## config.mk

```make
export PLATFORM = sky130hd
export DESIGN_NAME = csr_req_arbiter
export DESIGN_NICKNAME = d
export VERILOG_FILES = /design/src/rtl/csr_arb_pkg.sv /design/src/rtl/rr_arbiter.sv /design/src/rtl/csr_req_arbiter.sv
export SDC_FILE = /design/constraint.sdc
export NUM_CORES = 1
export LEC_CHECK = 0
export BUFFER_PORTS_ARGS = -buffer_cell sky130_fd_sc_hd__buf_4
export CAP_MARGIN = 20
export CELL_PAD_IN_SITES_DETAIL_PLACEMENT = 0
export CELL_PAD_IN_SITES_GLOBAL_PLACEMENT = 1
export CORE_AREA = 5 5 114 116
export DETAILED_ROUTE_END_ITERATION = 6
export DIE_AREA = 0 0 119 121
export HOLD_SLACK_MARGIN = 0.08
export PLACE_DENSITY_LB_ADDON = 0.08
export SETUP_SLACK_MARGIN = 0.02
export SYNTH_ARGS = -nofsm -noshare
export SYNTH_HDL_FRONTEND = slang
export SYNTH_SLANG_ARGS = --single-unit
```

## constraint.sdc

```tcl
create_clock -name clk_i -period 3.3 [get_ports clk_i]
set_input_delay 0.165 -clock clk_i [delete_from_list [all_inputs] [get_ports clk_i]]
set_output_delay 0.165 -clock clk_i [all_outputs]
set_load 0.01 [all_outputs]
```

## src/rtl/csr_arb_pkg.sv

```systemverilog
// Shared types and helpers for the CSR request arbiter.
package csr_arb_pkg;

    typedef enum logic {ARB_IDLE, ARB_WAIT_RSP} csr_arb_state_e;

    localparam int unsigned ArbRstPtr = 0;

    function automatic int unsigned rr_wrap_inc(input int unsigned idx, input int unsigned n);
        return (idx + 32'd1 >= n) ? 32'd0 : idx + 32'd1;
    endfunction

endpackage

```

## src/rtl/rr_arbiter.sv

```systemverilog
// Combinational round-robin picker: first asserted request at or after ptr_i, wrapping.
module rr_arbiter #(
    parameter int unsigned NumReq = 2,
    parameter int unsigned IdW    = $clog2(NumReq)
) (
    input  logic [NumReq-1:0] req_i,
    input  logic [IdW-1:0]    ptr_i,
    output logic [NumReq-1:0] gnt_o,
    output logic [IdW-1:0]    idx_o,
    output logic              any_o
);

    logic [IdW-1:0] cand;

    always_comb begin
        gnt_o = '0;
        idx_o = '0;
        any_o = 1'b0;
        cand  = '0;
        for (int unsigned i = 0; i < NumReq; i++) begin
            cand = IdW'((32'(ptr_i) + i) % NumReq);
            if (!any_o && req_i[cand]) begin
                any_o       = 1'b1;
                idx_o       = cand;
                gnt_o[cand] = 1'b1;
            end
        end
    end

endmodule

```

## src/rtl/csr_req_arbiter.sv

```systemverilog
// Shares one CSR request/response port between NumReq requesters with round-robin
// grant, zero-latency request pass-through and single-outstanding-read response routing.
module csr_req_arbiter
    import csr_arb_pkg::*;
#(
    parameter int unsigned NumReq       = 2,
    parameter int unsigned CsrDataWidth = 32,
    parameter int unsigned CsrAddrWidth = 32,
    parameter int unsigned ReqIdWidth   = $clog2(NumReq)
) (
    input  logic                                    clk_i,
    input  logic                                    rst_i,
    input  logic [NumReq-1:0][CsrDataWidth-1:0]     req_data_i,
    input  logic [NumReq-1:0][CsrAddrWidth-1:0]     req_addr_i,
    input  logic [NumReq-1:0]                       req_write_i,
    input  logic [NumReq-1:0]                       req_valid_i,
    output logic [NumReq-1:0]                       req_ready_o,
    output logic [NumReq-1:0][CsrDataWidth-1:0]     rsp_data_o,
    output logic [NumReq-1:0]                       rsp_valid_o,
    input  logic [NumReq-1:0]                       rsp_ready_i,
    output logic [CsrDataWidth-1:0]                 csr_req_data_o,
    output logic [CsrAddrWidth-1:0]                 csr_req_addr_o,
    output logic                                    csr_req_write_o,
    output logic                                    csr_req_valid_o,
    input  logic                                    csr_req_ready_i,
    input  logic [CsrDataWidth-1:0]                 csr_rsp_data_i,
    input  logic                                    csr_rsp_valid_i,
    output logic                                    csr_rsp_ready_o,
    output logic [ReqIdWidth-1:0]                   grant_id_o,
    output logic                                    stray_rsp_o
);

    csr_arb_state_e          state_q;
    logic [ReqIdWidth-1:0]   rr_ptr_q;
    logic [ReqIdWidth-1:0]   lock_id_q;
    logic [ReqIdWidth-1:0]   owner_q;
    logic                    lock_q;

    logic [NumReq-1:0]       rr_gnt;
    logic [ReqIdWidth-1:0]   rr_idx;
    logic                    rr_any;

    logic                    is_idle;
    logic [ReqIdWidth-1:0]   gnt_idx;
    logic [NumReq-1:0]       gnt_oh;
    logic                    gnt_vld;
    logic                    accept;
    logic                    rd_accept;
    logic                    rd_done_now;
    logic [ReqIdWidth-1:0]   nxt_ptr;

    rr_arbiter #(
        .NumReq (NumReq),
        .IdW    (ReqIdWidth)
    ) u_rr_arbiter (
        .req_i  (req_valid_i),
        .ptr_i  (rr_ptr_q),
        .gnt_o  (rr_gnt),
        .idx_o  (rr_idx),
        .any_o  (rr_any)
    );

    // The CSR response data is fanned out; only rsp_valid_o selects the receiver.
    assign rsp_data_o = {NumReq{csr_rsp_data_i}};

    always_comb begin
        is_idle     = (state_q == ARB_IDLE);
        gnt_idx     = lock_q ? lock_id_q : rr_idx;
        gnt_oh      = lock_q ? (NumReq'(1) << lock_id_q) : rr_gnt;
        gnt_vld     = is_idle && (lock_q ? req_valid_i[lock_id_q] : rr_any);
        accept      = gnt_vld && csr_req_ready_i;
        rd_accept   = accept && !req_write_i[gnt_idx];
        rd_done_now = csr_rsp_valid_i && rsp_ready_i[gnt_idx];
        nxt_ptr     = ReqIdWidth'(rr_wrap_inc(32'(gnt_idx), NumReq));

        csr_req_valid_o = gnt_vld;
        csr_req_data_o  = req_data_i[gnt_idx];
        csr_req_addr_o  = req_addr_i[gnt_idx];
        csr_req_write_o = req_write_i[gnt_idx];
        req_ready_o     = accept ? gnt_oh : '0;

        rsp_valid_o     = '0;
        csr_rsp_ready_o = 1'b1;
        stray_rsp_o     = 1'b0;
        if (!is_idle) begin
            rsp_valid_o[owner_q] = csr_rsp_valid_i;
            csr_rsp_ready_o      = rsp_ready_i[owner_q];
        end else if (rd_accept) begin
            // Read accepted this cycle: a same-cycle response goes straight to the issuer.
            rsp_valid_o[gnt_idx] = csr_rsp_valid_i;
            csr_rsp_ready_o      = rsp_ready_i[gnt_idx];
        end else begin
            stray_rsp_o = csr_rsp_valid_i;
        end
    end

    always_ff @(posedge clk_i) begin
        if (rst_i) begin
            state_q    <= ARB_IDLE;
            rr_ptr_q   <= ReqIdWidth'(ArbRstPtr);
            lock_q     <= 1'b0;
            lock_id_q  <= '0;
            owner_q    <= '0;
            grant_id_o <= '0;
        end else begin
            case (state_q)
                ARB_IDLE: begin
                    if (accept) begin
                        rr_ptr_q   <= nxt_ptr;
                        lock_q     <= 1'b0;
                        grant_id_o <= gnt_idx;
                        if (rd_accept && !rd_done_now) begin
                            owner_q <= gnt_idx;
                            state_q <= ARB_WAIT_RSP;
                        end
                    end else if (gnt_vld) begin
                        // Hold the grant until the CSR accepts the stalled request.
                        lock_q    <= 1'b1;
                        lock_id_q <= gnt_idx;
                    end
                end
                ARB_WAIT_RSP: begin
                    if (csr_rsp_valid_i && csr_rsp_ready_o) begin
                        state_q <= ARB_IDLE;
                    end
                end
                default: state_q <= ARB_IDLE;
            endcase
        end
    end

endmodule

```

# == After elaboration in Yosys (flattened, before gate mapping) ==
# Index checks and enable logic that the tools add are counted.
# word_totals
wordCells,90
output_inout_bits,137
reg_bits,6
inputBits,170
# op_classes
add_sub_neg,2
n_bitwise,5
mux,47
n_lt_le_gt_ge,10
n_reduce_logical,19
n_shift,1
# ops
operator,n
32-bit two-way mux,4
1-bit two-way mux,32
2-bit two-way mux,6
1-bit logical AND,11
"1-bit by 2-bit less-than comparator with 1-bit output, second input constant",5
3-bit AND reduction,2
2-bit AND,2
1-bit demux with 1-bit select,4
"1-bit >= comparator, second input constant",4
2-bit AND reduction,2
1-bit zero test,3
"1-bit by 1-bit adder with 2-bit output, second input constant",1
"2-bit >= comparator, second input constant",1
1-bit inverter,2
2-bit OR,1
1-bit one-hot mux with 2 select lines,1
2-bit nonzero test,1
"1-bit by 1-bit left shift with 2-bit output, first input constant",1
"1-bit adder, second input constant",1

# == Logic depth before layout (Yosys ltp) ==
# Gate-level depths: netlist of the first run.
# logic_depth
word_depth,16
depth_mapped,6

# == By module ==
# A second synthesis of the first run with hierarchy kept.
# unflattened
cells_unflattened,191
area_unflattened_um2,1699.1
# by_module_without_submodules
module,area_each_um2,cells_per_inst,n_inst,seq_area_each_um2
csr_req_arbiter,1666.6,186,1,120.1
rr_arbiter,32.5,5,1,0.0

# == Worst setup path before layout of the first run ==
# OpenSTA, ideal clock, no wires.
# synth_timing
path_type,reg-to-output
startpoint,register lock_q
endpoint,output port csr_req_addr_o[14]
path_stages_with_launch,7
arrival_time_ns,1.441
path_slack_ns,1.694
cell_sequence,dfxtp_1 -> nor2b_1 -> a22oi_2 -> buf_2 -> buf_1 -> nand2_1 -> nand2_1
# synth_via
elab_chain_len,3
# synth_rtl
item,line,text
start: declaration,csr_req_arbiter.sv:37,logic lock_q;
start signal: assignment,csr_req_arbiter.sv:101,lock_q <= 1'b0;
start signal: assignment,csr_req_arbiter.sv:110,lock_q <= 1'b0;
start signal: assignment,csr_req_arbiter.sv:118,lock_q <= 1'b1;
1-bit two-way mux,csr_req_arbiter.sv:68,gnt_idx = lock_q ? lock_id_q : rr_idx;
32-bit two-way mux (not written as such) (2 in series),csr_req_arbiter.sv:78,csr_req_addr_o = req_addr_i[gnt_idx];
end: declaration,csr_req_arbiter.sv:22,"output logic [CsrAddrWidth-1:0] csr_req_addr_o,"
# Every way passes these cells. The select of a mux whose other input is x is not followed.

# == Worst setup path in the final report of the first run ==
# layout_timing
startpoint,register lock_q
endpoint,output port csr_req_data_o[12]
# layout_via
elab_chain_len,3
# layout_rtl
item,line,text
1-bit two-way mux,csr_req_arbiter.sv:68,
32-bit two-way mux (not written as such) (2 in series),csr_req_arbiter.sv:77,csr_req_data_o = req_data_i[gnt_idx];
end: declaration,csr_req_arbiter.sv:21,"output logic [CsrDataWidth-1:0] csr_req_data_o,"
# Every way passes these cells. The select of a mux whose other input is x is not followed.

==> results.tsv, run 1 <==
stage	metric	value	unit
grt	vias in the first global route	2189	
clock_tree	CTS Sinks	6	
clock_tree	Clock transition at path regs	0.03	ns
clock_tree	clock tree buffer depth	2	
finish	area of the multi-input gates	976	um^2
clock_tree	number of hold buffers added after cts	0	
finish	Area Overhead vs Synth	80.9	%
clock_tree	CTS resizes	0	
min_path	Hold WC Path Type	in2reg	
floorplan	I/O pin count	307	
grt	total grt overflow	0	
placed_design	Post-DP HPWL	7310	um
placed_design	PortBufs	210	
placed_design	RD Place Congestion	0.776	
power_and_ir_drop	Pleak	0.00177	uW
route	detailed-router iteration count before antenna repair	6	
placed_design	cell total after placement	601	
route	Routed Antenna Nets	0	
clock_tree	TritonCTS clock tree	yes	
clock_tree	clock root buffer	clkbuf_16	
finish	Layout Cells excl Fill	604	
logic_synthesis	Post-Synthesis Cells	319	
setup_path	CP endpoint kind	primary output	
run	# Max-Cap Violations	0	
sta	Tcrit/Tclk final	0.697	
floorplan	die height	121	um
clock_tree	H-tree depth reported by CTS	1	
route	Via density	3.76	
setup_path	type of origin of the critical path	flop	
floorplan	row cnt	40	
power_and_ir_drop	Power Density	295	nW/um^2
floorplan	die span in x	119	um
sta	max frequency	435	MHz
setup_path	worst-path maximum fanout	34	
route	via count	2269	
finish	share of cells above drive strength 1	0.484	
sta	Slew Limit Fails	0	
setup_path	Worst Path Required	3.13	ns
sta	worst-margin pin slew	0.748	ns
finish	nets@finish	629	
route	WL/cell	14.4	um
setup_path	R2R setup slack	1.44	ns
logic_synthesis	Yosys reg bits	6	
clock_tree	TritonCTS Buffers	3	
logic_synthesis	Mean Syn Cell Area	5.17	um^2
setup_path	Worst Setup Path Type	reg2out	
grt	largest net degree at the start of global routing	35	
logic_synthesis	Seq/Total Area, Yosys	0.0729	
clock_tree	postcts setup bufs	0	
sta	Setup Viol. Count Final	0	
route	Residual DRC	0	
floorplan	Core Region	11800	um^2
floorplan	Initial Util	0.140	
sta	setup_tns	0	ns
power_and_ir_drop	Worst VDD drop	0.121	mV
sta	relative max-transition margin	0.501	
logic_synthesis	Synth Cell Area	1650	um^2
sta	fin crit period	2.30	ns
power_and_ir_drop	PnR Total Power	881	uW
floorplan	die area	14400	um^2
grt	initial antenna violation count	0	
finish	sequential cell area	120	um^2
sta	Clock Skew	0.000903	ns
logic_synthesis	Distinct cells, synth	28	
status	status	finished clean	
logic_synthesis	warnings from Yosys	0	
route	First DRT Iteration DRCs	38	
finish	# diodes	0	
grt	GRT Util Overall	0.107	
sta	Fin. Hold Viols	0	
clock_tree	Clock Latency Late Sink	0.23	ns
route	routed wire length	8720	um
logic_synthesis	Synth Net Count	489	
grt	first-pass GRT wire length	12400	um
setup_path	crit path DAT	2.13	ns
sta	RSZ-0062 raised after global routing	no	
finish	Fillers	1360	
## cells by family (layout without fill, tap and decap cells)
logic type,Yosys count,after routing,synth area share
AOI/OAI and AO/OA,20,20,0.0881
buffers and inverters,82,220,0.336
DFF,6,6,0.0729
and+or+nand+nor,208,208,0.485
muxes,3,3,0.0182
## cells in the mapped netlist (all sizes together)
master	number	share of area
nand3b	1	0.0046
mux2i	3	0.018
o21ai	5	0.015
nand3	1	0.0030
dfxtp	6	0.073
nand2	194	0.44
nor2b	1	0.0038
a21oi	5	0.015
buf	75	0.32
a2111o	1	0.0068
a22oi	2	0.012
nand2b	2	0.0076
nor3	3	0.0091
inv	4	0.0091
and2	1	0.0038
clkbuf	3	0.0068
nor2	5	0.011
a31oi	1	0.0038
a221oi	1	0.0053
a21o	1	0.0046
a211oi	3	0.020
a22o	1	0.0053
## path summary, 6_finish.rpt
path,startpoint,end,depth (start not counted)
worst max-delay path,lock_q,csr_req_data_o[12],6
worst min-delay path,rst_i,rr_ptr_q,2
worst max register to register,lock_q,owner_q,5
worst min register to register,rr_ptr_q,rr_ptr_q,2
## stage by stage
stage               cell area [um^2]  setup slack [ns]   util  hold slack, ns
global placement                2910              1.24  0.246           0.330
CTS                             2980             0.968  0.252           0.163
floorplan                       1650              1.69      -           0.234
detailed placement              2910              1.22  0.246           0.330
global route                    2980             0.859  0.252           0.171
finish                          2980              1.00  0.252           0.161
## sequential cells by signal (all words and copies together), names as in the netlist
signal	cells
grant_id_o	1
owner_q	1
lock_id_q	1
rr_ptr_q	1
lock_q	1
state_q	1
## routing by layer
layer  vias up  global-route usage  part of all wire
met5         -                   0                 0
met4         0              0.0167            0.0016
met1       936               0.111              0.36
met2       137               0.208              0.55
met3         4              0.0396             0.093
li1       1192                   -                 -
## layout by cell type (no fill, tap or decap)
cell,instances
a22oi_2,1
a211oi_1,1
mux2i_1,3
o21ai_0,2
a21o_1,1
nand3b_1,1
inv_2,1
buf_12,1
a22o_2,1
nand3_1,1
nor2_1,5
a21oi_1,5
nor2b_1,1
clkbuf_16,3
nand2_1,194
a31oi_1,1
a211oi_2,2
inv_1,3
o21ai_1,3
buf_4,212
nor3_1,3
nand2b_1,2
and2_1,1
a221oi_1,1
dfxtp_1,6
a2111o_1,1
a22oi_1,1
## power breakdown
| part | switching, uW | leakage [uW] | total (uW) | internal, uW |
|---|---|---|---|---|
| combinational | 283 | 0.00169 | 593 | 310 |
| sequential | 9.44 | 0.0000494 | 89.3 | 79.9 |
| clock | 42.8 | 0.0000370 | 199 | 156 |
| total | 335 | 0.00177 | 881 | 546 |
## critical path: stages (launching register included)
cell     delay (ns)
dfxtp_1        0.37
nor2b_1        0.25
a22o_2         0.67
buf_12         0.28
nand2_1        0.11
nand2_1        0.08
buf_4          0.12
## final cells by class
type | count | area share
tap | 147 | 0.0617
timing repair buffer | 213 | 0.540
inverter | 4 | 0.00504
clock buffer | 3 | 0.0252
multi-input combinational | 231 | 0.327
sequential | 6 | 0.0403
Note: power is estimated with default switching activity, not from simulation.
==> run 2, diff against run 1 <==
--- a/config.mk
+++ b/config.mk
@@ -9,9 +9,9 @@
 export CAP_MARGIN = 20
 export CELL_PAD_IN_SITES_DETAIL_PLACEMENT = 0
 export CELL_PAD_IN_SITES_GLOBAL_PLACEMENT = 1
-export CORE_AREA = 5 5 114 116
+export CORE_MARGIN = 5
+export CORE_UTILIZATION = 13
 export DETAILED_ROUTE_END_ITERATION = 6
-export DIE_AREA = 0 0 119 121
 export HOLD_SLACK_MARGIN = 0.08
 export PLACE_DENSITY_LB_ADDON = 0.08
 export SETUP_SLACK_MARGIN = 0.02
==> constraint.sdc (replaced) <==
create_clock -name clk_i -period 2.4 [get_ports clk_i]
set_input_delay 0.12 -clock clk_i [delete_from_list [all_inputs] [get_ports clk_i]]
set_output_delay 0.12 -clock clk_i [all_outputs]
set_load 0.01 [all_outputs]
==> run 2 against run 1 <==
  * Hold slack worse by 0.045 ns
  * Register-to-register slack worse by 0.70 ns
  * First-iteration DRC count down 2.6%
  * Critical path type unchanged
==> results.tsv, run 2 (same netlist as run 1, synthesis figures left out) <==
stage	metric	value	unit	change
sta	worst-margin pin slew	0.452	ns	-0.296 ns
power_and_ir_drop	Internal	750	uW	+37%
sta	worst setup margin	0.372	ns	-0.628 ns
power_and_ir_drop	Switching Fraction	0.377		-0.00326
route	Via density	3.59		-4.4%
grt	largest net degree at the start of global routing	43		+23%
sta	max frequency	493	MHz	
run	# Max-Cap Violations	0		unchanged
clock_tree	TritonCTS Buffers	3		unchanged
sta	Slew Limit Fails	0		unchanged
route	via count	2265		-0.18%
clock_tree	number of hold buffers added after cts	0		unchanged
placed_design	PortBufs	210		unchanged
clock_tree	TritonCTS clock tree	yes		
clock_tree	clock tree buffer depth	2		unchanged
placed_design	Place WS	0.577	ns	-0.644 ns
status	status	finished clean		
floorplan	row cnt	41		+2.5%
finish	commonest cells after routing, fill and taps aside	buf_4, nand2_1, dfxtp_1		
floorplan	die height	123	um	+1.3%
grt	vias in the first global route	2134		-2.5%
route	WL/cell	13.2	um	-8.6%
floorplan	die area	15000	um^2	+4.4%
sta	relative max-transition margin	0.698		+0.197
setup_path	R2R setup slack	0.74	ns	-0.70 ns
min_path	Hold WC Path Type	in2reg		
finish	cell area after layout	3020	um^2	+1.1%
floorplan	die span in x	123	um	+3.0%
finish	commonest non-fill, non-tap cell in the layout	buf_4		
floorplan	Core Region	12500	um^2	+6.0%
route	Residual DRC	0		unchanged
setup_path	delay of the slowest critical-path stage	0.47	ns	-0.20 ns
route	routed wire length	8330	um	-4.5%
power_and_ir_drop	Pleak	0.00178	uW	+0.34%
sta	RSZ-0062 raised after global routing	no		
min_path	hold path startpoint	rst_i		
finish	Fillers	1467		+7.9%
setup_path	type of origin of the critical path	flop		
sta	setup_tns	0	ns	unchanged
power_and_ir_drop	Power Density	399	nW/um^2	+35%
clock_tree	postcts setup bufs	0		unchanged
placed_design	Placed Area	2940	um^2	+1.2%
clock_tree	Clock transition at path regs	0.03	ns	about the same
power_and_ir_drop	sw power	454	uW	+36%
sta	fin crit period	2.03	ns	
finish	sequential cell area	120	um^2	unchanged
clock_tree	Clock Latency Late Sink	0.23	ns	about the same
setup_path	Worst Setup Path Type	reg2out		
finish	nets@finish	631		+0.32%
placed_design	Post-DP HPWL	7040	um	-3.7%
power_and_ir_drop	Worst VDD drop	0.310	mV	+160%
finish	# diodes	0		unchanged
sta	Fin. Hold Viols	0		unchanged
route	First DRT Iteration DRCs	37		-2.6%
sta	Setup Viol. Count Final	0		unchanged
setup_path	crit-path cells	nor2b_1, a22oi_2, buf_4, nand2_1, nand2_1, buf_4		
min_path	Hold Path Sink	rr_ptr_q		
grt	total grt overflow	0		unchanged
power_and_ir_drop	Comb power frac	0.674		about the same
finish	share of cells above drive strength 1	0.486		+0.00225
clock_tree	CTS Sinks	6		unchanged
power_and_ir_drop	PnR Total Power	1200	uW	+37%
setup_path	crit path DAT	1.91	ns	-0.22 ns
floorplan	Initial Util	0.132		-0.00787
clock_tree	clock root buffer	clkbuf_16		
floorplan	I/O pin count	307		unchanged
finish	post-layout util	0.241		-0.0115
setup_path	FF-to-FF End	state_q		
clock_tree	H-tree depth reported by CTS	1		unchanged
clock_tree	CTS resizes	0		unchanged
route	Routed Antenna Nets	0		unchanged
setup_path	RR Startpoint	lock_id_q		
grt	initial antenna violation count	0		unchanged
setup_path	CP endpoint kind	primary output		
finish	Area Overhead vs Synth	83.0	%	
setup_path	Worst Path Required	2.28	ns	-0.85 ns
route	detailed-router iteration count before antenna repair	4		-2
sta	Clock Skew	0.00252	ns	+0.00162 ns
finish	area of the multi-input gates	976	um^2	unchanged
min_path	Hold Crit Depth	2		unchanged
power_and_ir_drop	proportion of power drawn by the clock network	0.224		about the same
sta	Tcrit/Tclk final	0.845		
placed_design	RD Place Congestion	0.746		-3.9%
setup_path	worst-path maximum fanout	41		+21%
setup_path	Slowest-stage cell, CP	buf_4		
power_and_ir_drop	sequential share of power	0.102		about the same
grt	first-pass GRT wire length	11500	um	-7.9%
grt	GRT Util Overall	0.0958		-0.0113
setup_path	reg2reg path depth	5		unchanged
run 2: cell count changes in the layout (fill, tap and decap cells not counted), sizes merged:
cell / previous run / this run
buf: 213 / 215
run 2: per-stage QoR:
step                hold WS (ns)  instances
floorplan                  0.189        319
global placement           0.240        628
detailed placement         0.240        628
CTS                        0.122        631
global route               0.132        631
finish                     0.116        631
run 2: worst max-delay path by stage:
stage	to	slack (ns)	startpoint
after floorplan	csr_req_addr_o[14]	0.84	lock_q
after global placement	csr_req_addr_o[20]	0.59	lock_q
after detailed placement	csr_req_addr_o[20]	0.58	lock_q
after CTS	csr_req_addr_o[20]	0.34	lock_q
after global routing	csr_req_data_o[3]	0.19	lock_q
final	csr_req_addr_o[29]	0.37	lock_q
run 2: final cells by class:
cell class,count,area share
repair buffers,215,0.535
multi-input cells,231,0.324
well taps,172,0.0714
flip-flops and latches,6,0.0398
clock buffers,3,0.0249
inverters,4,0.00498
run 2: power groups by stage:
| stage | combinational [uW] | sequential [uW] | clock [uW] |
|---|---|---|---|
| 3_3_place_gp | 838 | 123 | 0 |
| 3_5_place_dp | 832 | 124 | 0 |
| 6_report | 811 | 122 | 270 |
| 2_1_floorplan | 448 | 121 | 0 |
| 4_1_cts | 834 | 122 | 277 |
| 5_1_grt | 900 | 124 | 284 |
run 2: worst max-delay path, delay by kind of cell, from the launching register on:
family	cells	cell delay [ns]
AO/OA/AOI/OAI	1	0.31
AND/OR/NAND/NOR	3	0.34
buffers and inverters	2	0.58
flip-flops	1	0.44
run 2: layer usage:
layer / GRT usage / vias to the layer above / share of wire
met5: 0 / - / 0
met4: 0.0203 / 0 / 0.010
met3: 0.0258 / 12 / 0.089
met2: 0.191 / 103 / 0.56
met1: 0.0985 / 949 / 0.34
li1: - / 1201 / -
==> run 3, diff against run 2 <==
--- a/config.mk
+++ b/config.mk
@@ -10,7 +10,7 @@
 export CELL_PAD_IN_SITES_DETAIL_PLACEMENT = 0
 export CELL_PAD_IN_SITES_GLOBAL_PLACEMENT = 1
 export CORE_MARGIN = 5
-export CORE_UTILIZATION = 13
+export CORE_UTILIZATION = 12
 export DETAILED_ROUTE_END_ITERATION = 6
 export HOLD_SLACK_MARGIN = 0.08
 export PLACE_DENSITY_LB_ADDON = 0.08
==> constraint.sdc (replaced) <==
create_clock -name clk_i -period 1.8 [get_ports clk_i]
set_input_delay 0.09 -clock clk_i [delete_from_list [all_inputs] [get_ports clk_i]]
set_output_delay 0.09 -clock clk_i [all_outputs]
set_load 0.01 [all_outputs]
==> run 3 against run 2 <==
  * Flip-flop and latch count unchanged
  * Routed wire length up 4.7%
  * First-iteration DRC count down 30%
  * Clock-buffer cell count unchanged
  * Global-route usage down 0.24 points
  * Design area up 5.9%
  * Clock skew down 0.0021 ns
  * Hold slack worse by 0.034 ns
  * Highest routed layer unchanged
==> results.tsv, run 3 (same netlist as run 1, synthesis figures left out) <==
stage	metric	value	unit	change
setup_path	worst-path maximum fanout	5		-88%
floorplan	die area	16200	um^2	+7.6%
floorplan	Core Region	13300	um^2	+6.6%
sta	Fin. Hold Viols	0		unchanged
route	routed wire length	8720	um	+4.7%
min_path	hold path startpoint	rst_i		
clock_tree	Clock transition at path regs	0.03	ns	about the same
setup_path	Worst Path Required	1.71	ns	-0.57 ns
sta	max frequency	556	MHz	
setup_path	beginning of the critical path	lock_id_q		
sta	RSZ-0062 raised after global routing	yes		
setup_path	Slowest-stage cell, CP	a2111o_1		
grt	vias in the first global route	2171		+1.7%
clock_tree	CTS Sinks	6		unchanged
setup_path	crit path DAT	1.71	ns	-0.20 ns
finish	Area Overhead vs Synth	93.7	%	
clock_tree	clock tree buffer depth	2		unchanged
clock_tree	number of hold buffers added after cts	0		unchanged
route	First DRT Iteration DRCs	26		-30%
grt	GRT Util Overall	0.0934		-0.00242
finish	commonest cells after routing, fill and taps aside	buf_4, nand2_1, nor2_1, a21oi_1		
setup_path	Worst Setup Path Type	reg2out		
route	via count	2327		+2.7%
status	status	finished clean		
sta	fin crit period	1.80	ns	
floorplan	die height	127	um	+3.8%
placed_design	PortBufs	210		unchanged
sta	Slew Limit Fails	0		unchanged
sta	setup_tns	0	ns	unchanged
placed_design	Post-DP HPWL	7250	um	+3.1%
grt	largest net degree at the start of global routing	35		-19%
route	detailed-router iteration count before antenna repair	4		unchanged
finish	# diodes	0		unchanged
grt	initial antenna violation count	0		unchanged
grt	total grt overflow	0		unchanged
setup_path	delay of the slowest critical-path stage	0.45	ns	-0.02 ns
power_and_ir_drop	Power Density	533	nW/um^2	+34%
power_and_ir_drop	Switching Fraction	0.367		-0.0101
sta	relative max-transition margin	0.709		+0.0106
route	Via density	3.61		+0.66%
finish	commonest non-fill, non-tap cell in the layout	buf_4		
route	Residual DRC	0		unchanged
power_and_ir_drop	Internal	1080	uW	+44%
power_and_ir_drop	Comb power frac	0.695		+0.021
finish	nets@finish	640		+1.4%
sta	Clock Skew	0.000453	ns	-0.00207 ns
setup_path	RR Startpoint	lock_id_q		
finish	Fillers	1564		+6.6%
clock_tree	TritonCTS clock tree	yes		
clock_tree	Clock Latency Late Sink	0.23	ns	about the same
floorplan	Initial Util	0.123		-0.00819
power_and_ir_drop	sequential share of power	0.096		-0.006
grt	first-pass GRT wire length	12300	um	+7.3%
power_and_ir_drop	proportion of power drawn by the clock network	0.209		-0.015
setup_path	CP endpoint kind	primary output		
min_path	Hold WC Path Type	in2reg		
finish	post-layout util	0.239		-0.00178
power_and_ir_drop	Worst VDD drop	0.420	mV	+35%
run	# Max-Cap Violations	0		unchanged
sta	worst-margin pin slew	0.436	ns	-0.0160 ns
setup_path	type of origin of the critical path	flop		
clock_tree	clock root buffer	clkbuf_16		
clock_tree	TritonCTS Buffers	3		unchanged
route	Routed Antenna Nets	0		unchanged
power_and_ir_drop	sw power	625	uW	+38%
floorplan	row cnt	42		+2.4%
floorplan	die span in x	127	um	+3.8%
sta	Setup Viol. Count Final	0		unchanged
floorplan	I/O pin count	307		unchanged
placed_design	RD Place Congestion	0.758		+1.6%
setup_path	crit-path cells	mux2i_1, a2111o_1, a211oi_2, a22oi_1, buf_4		
finish	share of cells above drive strength 1	0.509		+0.0227
route	WL/cell	13.5	um	+2.6%
power_and_ir_drop	Pleak	0.00186	uW	+4.5%
clock_tree	H-tree depth reported by CTS	1		unchanged
sta	Tcrit/Tclk final	0.999		
==> run 3: routing by layer <==
metal | track usage | up-vias | share of wire | wire (um)
met1 | 0.0954 | 973 | 0.34 | 2990
met2 | 0.186 | 129 | 0.55 | 4820
met3 | 0.0309 | 9 | 0.099 | 860
met5 | 0 | - | 0 | 0
met4 | 0.0151 | 0 | 0.0049 | 43
li1 | - | 1216 | - | -
==> run 3: worst paths after layout <==
kind | to | slack, ns | cells past startpoint
worst max-delay path | csr_rsp_ready_o | 0.002 | 5
worst min-delay path | lock_q | 0.08 | 2
worst max register to register | state_q | 0.22 | 6
worst min register to register | rr_ptr_q | 0.46 | 2
==> run 3: final cells by class <==
class	instances	area (um^2)	share of cell area
clock buffers	3	75.1	0.0235
inverters	4	15.0	0.00470
multi-input cells	231	995	0.312
flip-flops and latches	6	123	0.0384
well taps	176	220	0.0690
repair buffers	224	1760	0.553
==> run 3: worst max-delay path: cells and delay by family, from the launching register on <==
kind	cells	cell delay (ns)
buffers and inverters	1	0.16
flip-flops	1	0.34
multiplexers	1	0.14
AO/OA/AOI/OAI	3	0.84
==> run 3: repair_timing <==
item	in CTS	in global routing
resized for setup	2	8
setup endpoints to repair	36	37
pin swaps	3	1
buffers inserted	2	2
cloned	0	1
==> run 3: power groups by stage <==
stage | combinational, uW | clock [uW] | sequential (uW)
2_1_floorplan | 598 | 0 | 162
3_3_place_gp | 1170 | 0 | 163
3_5_place_dp | 1170 | 0 | 163
4_1_cts | 1180 | 369 | 162
5_1_grt | 1300 | 376 | 166
6_report | 1180 | 356 | 163
==> run 3: metrics by stage <==
stage / area [um^2] / hold slack (ns) / setup WS (ns) / instances / total power (uW)
global placement: 3030 / 0.180 / 0.145 / 636 / 1330
CTS: 3120 / 0.0884 / -0.0283 / 641 / 1710
detailed placement: 3030 / 0.180 / 0.147 / 636 / 1330
finish: 3190 / 0.0824 / 0.00247 / 644 / 1700
global route: 3190 / 0.0852 / -0.0628 / 644 / 1840
floorplan: 1650 / 0.159 / 0.269 / 319 / 759
